`src/rtl/pwm_peripheral.sv`:
```
// -----------------------------------------------------------------------------
// pwm_peripheral
//   Sixteen-channel PWM controller. A shared prescaler divides clk down to a
//   PWM tick, and an 8-bit counter steps once per tick, so one PWM period is
//   256 ticks long. Every channel compares that counter against one shared
//   duty value.
//
//   The duty value and the per-channel PWM-mode bits are copied into shadow
//   registers only at period starts, so each period is glitch-free. The output
//   enables are not shadowed and take effect mid-period.
//
//   An IDLE/RUN FSM holds the counters at zero while every channel is
//   disabled. It restarts a fresh period, with a period_start pulse, as soon
//   as any channel is enabled again.
//
// Parameters
//   PRESCALE         clk cycles per PWM tick. Legal range is 2..65535.
// Ports
//   clk              system clock; all logic runs on its rising edge.
//   rst_n            asynchronous active-low reset.
//   en_reg_out_7_0   output enables, channels 7..0.
//   en_reg_out_15_8  output enables, channels 15..8.
//   en_reg_pwm_7_0   PWM-mode select, channels 7..0 (0 = static high).
//   en_reg_pwm_15_8  PWM-mode select, channels 15..8.
//   pwm_duty_cycle   shared duty value, 0x00..0xFF (0xFF = 100 %).
//   out              registered channel outputs; bit i is channel i.
//   period_start     one-clk pulse at the start of every PWM period.
// -----------------------------------------------------------------------------
module pwm_peripheral #(
  parameter int unsigned PRESCALE = 3000
) (
  input  logic        clk,
  input  logic        rst_n,
  input  logic [7:0]  en_reg_out_7_0,
  input  logic [7:0]  en_reg_out_15_8,
  input  logic [7:0]  en_reg_pwm_7_0,
  input  logic [7:0]  en_reg_pwm_15_8,
  input  logic [7:0]  pwm_duty_cycle,
  output logic [15:0] out,
  output logic        period_start
);

  // Prescaler width is just wide enough to hold PRESCALE-1.
  localparam int unsigned PW = (PRESCALE > 2) ? $clog2(PRESCALE) : 1;
  localparam logic [PW-1:0] PRESC_LAST = PW'(PRESCALE - 1);
  localparam logic [PW-1:0] PRESC_ONE  = PW'(1);

  typedef enum logic [0:0] {
    ST_IDLE = 1'b0,
    ST_RUN  = 1'b1
  } state_e;

  state_e         state_q;
  logic [15:0]    en_q;
  logic [15:0]    pwm_sh_q;
  logic [7:0]     duty_sh_q;
  logic [PW-1:0]  presc_q;
  logic [7:0]     cnt_q;
  logic [15:0]    out_q;
  logic           period_start_q;

  logic           tick_s;
  logic           wrap_s;
  logic           pwm_level_s;
  logic [15:0]    out_d;

  // Tick, period wrap and PWM level, plus the next value of every channel.
  always_comb begin
    tick_s      = (presc_q == PRESC_LAST);
    wrap_s      = tick_s && (cnt_q == 8'hFF);
    // A duty of 0xFF means fully on; a plain compare would give 255/256.
    pwm_level_s = (duty_sh_q == 8'hFF) || (cnt_q < duty_sh_q);
    out_d       = 16'h0000;
    if (state_q == ST_RUN) begin
      // When pwm_sh is 0, the channel is static high. When it is 1, the
      // channel follows the PWM level. Either way it is gated by en_q.
      out_d = en_q & (~pwm_sh_q | {16{pwm_level_s}});
    end else begin
      out_d = 16'h0000;
    end
  end

  // IDLE/RUN sequencer: enables, counters, shadows and registered outputs.
  always_ff @(posedge clk or negedge rst_n) begin
    if (!rst_n) begin
      state_q        <= ST_IDLE;
      en_q           <= 16'h0000;
      pwm_sh_q       <= 16'h0000;
      duty_sh_q      <= 8'h00;
      presc_q        <= {PW{1'b0}};
      cnt_q          <= 8'h00;
      out_q          <= 16'h0000;
      period_start_q <= 1'b0;
    end else begin
      en_q  <= {en_reg_out_15_8, en_reg_out_7_0};
      out_q <= out_d;
      case (state_q)
        ST_IDLE: begin
          presc_q <= {PW{1'b0}};
          cnt_q   <= 8'h00;
          if (en_q != 16'h0000) begin
            // Entering RUN starts a fresh period from cnt 0.
            state_q        <= ST_RUN;
            pwm_sh_q       <= {en_reg_pwm_15_8, en_reg_pwm_7_0};
            duty_sh_q      <= pwm_duty_cycle;
            period_start_q <= 1'b1;
          end else begin
            state_q        <= ST_IDLE;
            period_start_q <= 1'b0;
          end
        end
        ST_RUN: begin
          if (en_q == 16'h0000) begin
            // Going idle takes priority over a period start on the same
            // edge, so the shadows keep their values and no pulse is sent.
            state_q        <= ST_IDLE;
            presc_q        <= {PW{1'b0}};
            cnt_q          <= 8'h00;
            period_start_q <= 1'b0;
          end else begin
            state_q <= ST_RUN;
            if (tick_s) begin
              presc_q <= {PW{1'b0}};
              cnt_q   <= cnt_q + 8'h01;
            end else begin
              presc_q <= presc_q + PRESC_ONE;
              cnt_q   <= cnt_q;
            end
            if (wrap_s) begin
              pwm_sh_q       <= {en_reg_pwm_15_8, en_reg_pwm_7_0};
              duty_sh_q      <= pwm_duty_cycle;
              period_start_q <= 1'b1;
            end else begin
              period_start_q <= 1'b0;
            end
          end
        end
        default: begin
          state_q        <= ST_IDLE;
          presc_q        <= {PW{1'b0}};
          cnt_q          <= 8'h00;
          period_start_q <= 1'b0;
        end
      endcase
    end
  end

  assign out          = out_q;
  assign period_start = period_start_q;

endmodule

```
`config.mk`:
```
export PLATFORM = sky130hd
export DESIGN_NAME = pwm_peripheral
export DESIGN_NICKNAME = d
export VERILOG_FILES = /design/src/rtl/pwm_peripheral.sv
export SDC_FILE = /design/constraint.sdc
export NUM_CORES = 1
export LEC_CHECK = 0
export CORE_ASPECT_RATIO = 1.1
export CORE_MARGIN = 2
export CORE_UTILIZATION = 44
export DETAILED_ROUTE_END_ITERATION = 6
export PLACE_DENSITY_LB_ADDON = 0.15
export SLEW_MARGIN = 10
export SYNTH_ARGS = -nofsm -noshare
export SYNTH_HDL_FRONTEND = slang
export SYNTH_SLANG_ARGS = --single-unit
export TNS_END_PERCENT = 50
```
`constraint.sdc`:
```
create_clock -name clk -period 2.02 [get_ports clk]
set_clock_uncertainty 0.05 [all_clocks]
set_input_delay 0.404 -clock clk [delete_from_list [all_inputs] [get_ports clk]]
set_output_delay 0.404 -clock clk [all_outputs]
set_load 0.03 [all_outputs]
```
==> results.md <==
- Layout Cells excl Fill: 451
- Max Freq: 490 MHz
- Largest area contributor in the synthesized netlist: dfrtp_1
- GR Overflow Total: 0
- IO buf count: 58
- Total CTS buffers: 9
- Failing checks: setup timing
- Mapped Nets: 329
- Clk sinks: 78
- Area grow syn2layout: 33.7%
- Gate power share: 0.117
- Seq/Total Area, Yosys: 0.583
- Final #Nets: 411
- Pwr Density: 728 nW/µm²
- Max Cap Violations: 0
- Yosys warns: 0
- N_diodes: 0
- Clock network power share: 0.348
- NetSw: 0.827 mW
- Syn_area_per_cell: 12.1 µm²
- Top-count cell post-synth: dfrtp_1
- Hold Vio Cnt, Final: 0
- Hold WC Path Type: flip-flop to flip-flop
- Crit path kind: flip-flop to flip-flop
- Number of global-route vias before repair: 2492
- Placed insts: 431
- Synth Flop Type: dfrtp_1
- CTS root buf: clkbuf_8
- FF-to-FF path depth: 4
- Routed wire length: 7.44 mm
- Min Tclk post-route: 2.04 ns
- R2R Setup Slk: -0.02 ns
- #FFs+latches synth: 78
- # rows: 33
- Worst r2r src: presc_q[6]
- Pint: 2.43 mW
- Design area: 4480 µm²
- Switch share: 0.254
- Global-route wire length before repair: 12.0 mm
- Htree depth: 3
- Worst Setup Start Kind: flip-flop
- Commonest cells in the netlist: dfrtp_1 (78), mux2_2 (24), nand3_1 (24), nand4_1 (21), nor2_1 (19)
- Max Slew Vio Count: 0
- CP required: 2.24 ns
- Drt pass-1 iters: 4
- Starting Density: 0.451
- Actual slew at the worst max-slew pin: 0.507 ns
- Die Y-Extent: 95.5 µm
- Relative slew margins: 0.662
- Hold Path Cell Cnt: 1
- Synth unique cells: 32
- TritonCTS clock tree: done
- Worst-skew pair later-pin latency: 0.34 ns
- Die Wd: 87.2 µm
- Largest net degree at the start of global routing: 41
- Routed wire per std cell: 16.5 µm
- GP Congestion: 0.809
- Crit. End Element: flip-flop
- Post-synth top area share: 0.583
- IO Pins: 59
- CTS clock-pin slew for the worst setup and hold paths: 0.08 ns
- Initial antenna violation count: 0
- Critical-path maximum fanout: 4
- DRC violations left: 0
- Tcrit/Tclk final: 1.01
- Share of power burned in registers: 0.535
- Dpl cell area: 4170 µm²
- WHS Endpoint: presc_q[0]
- Synth Instances: 278
- Hold_sp: presc_q[0]
- Die Area: 8330 µm²
- P_leak: 1.90 nW
- Core area: 7430 µm²
- Worst flop-to-flop path endpoint: cnt_q[5]
- Share of cells above drive strength 1: 0.214
- Status: complete, but fails checks
- Async set-reset flop share out of synthesis: 1.00
- Dpl ws: -0.0520 ns
- Vias per inst: 5.56
- Mapped Area: 3350 µm²
- Peak supply drop: 0.391 mV
- Setup ws final: -0.0206 ns
- Final ANT Viol Nets: 0
- Main area contributors after synthesis: dfrtp_1 (58%), mux2_2 (8.1%), o2111a_1 (5.4%), nand4_1 (3.9%), nand3_1 (3.6%)
- Setup-failing EPs final: 2
- WP data arrival: 2.26 ns
- HPWL after detailed placement: 5.08 mm
- Tot GR Track Use: 0.189
- Iteration-0 DRC Markers: 116
- Post-synth EDFFs: 0
- Vias: 2508
- Clock Path Buffers: 2
- RSZ-0062 raised after global routing: true
## worst max-delay path by stage
stage                         to  cells after the start        from  slack, ns
detailed placement  duty_sh_q[1]                      6     en_q[9]      -0.05
global route            cnt_q[5]                      4  presc_q[6]      -0.07
global placement    duty_sh_q[1]                      6    en_q[10]      -0.11
finish                  cnt_q[5]                      4  presc_q[6]      -0.02
floorplan               cnt_q[7]                      5  presc_q[6]      -0.09
CTS                     cnt_q[7]                      4  presc_q[3]      -0.02
## layout by cell type (no fill, tap or decap), types with 3 or more instances in the layout
master and count:
or4_1 3, mux2_2 24, nor3_1 3, ha_1 8, nor4_2 3, buf_4 24
nor2_1 19, o2111a_1 16, nand4_1 21, clkbuf_8 9, nand2_1 8, nor4_1 4
inv_1 13, nand3_1 24, clkdlybuf4s50_1 57, a21oi_1 5, buf_6 3, dfrtp_1 78
xnor2_1 13
## worst max-delay path, stage by stage (launching register included)
cell,delay [ns]
dfrtp_1,0.39
or4b_4,0.58
or3_4,0.36
or4_1,0.47
a21oi_1,0.13
## power by group through the flow
stage               registers (mW)  clock network, mW  logic [mW]
finish                        1.74               1.13       0.383
global route                  1.75               1.22       0.422
CTS                           1.74               1.16       0.388
detailed placement            1.77                  0       0.370
global placement              1.76                  0       0.362
floorplan                     1.79                  0       0.125
## flip-flops by register name (all words and copies together), names as in the netlist
name	flops
presc_q	12
period_start	1
duty_sh_q	8
cnt_q	8
en_q	16
state_q	1
pwm_sh_q	16
out	16
## metrics by stage
step	power (mW)	TNS [ns]	hold slack, ns	util
2_1_floorplan	1.91	-1.14	0.0584	-
3_3_place_gp	2.13	-2.38	0.364	0.561
3_5_place_dp	2.14	-0.782	0.363	0.561
4_1_cts	3.29	-0.0986	0.423	0.593
5_1_grt	3.40	-0.856	0.429	0.603
6_report	3.26	-0.0407	0.432	0.603
## logic make-up (layout without fill, tap and decap cells)
logic type,Yosys count,after routing,share of synthesized area
AND/OR/NAND/NOR,94,94,0.149
AO/OA/AOI/OAI,30,30,0.0818
XOR/XNOR,14,14,0.0366
buffers and inverters,28,114,0.0325
multiplexers,25,25,0.0836
flip-flops,78,78,0.583
adder cells (fa/ha/maj),9,9,0.0336
## routing by layer
| metal | wire length [µm] | global-route usage |
|---|---|---|
| met5 | 0 | 0 |
| met4 | 74 | 0.0538 |
| met3 | 441 | 0.0476 |
| met1 | 3360 | 0.259 |
| met2 | 3570 | 0.300 |
## timing repair
item,CTS,global route
hold buffers,1,0
gates cloned,0,1
buffers inserted,1,2
endpoints found under the setup margin,31,43
gates resized for setup,6,13
pin swaps,2,5
hold endpoints to repair,37,0
## layout make-up
class,instances,area [µm²]
clock inverters,6,63.8
fillers,625,2950
inverters,13,48.8
clock buffers,9,124
multi-input cells,172,1370
well taps,87,109
flip-flops and latches,78,1950
repair buffers,86,815
(Power assumes the default switching activity.)
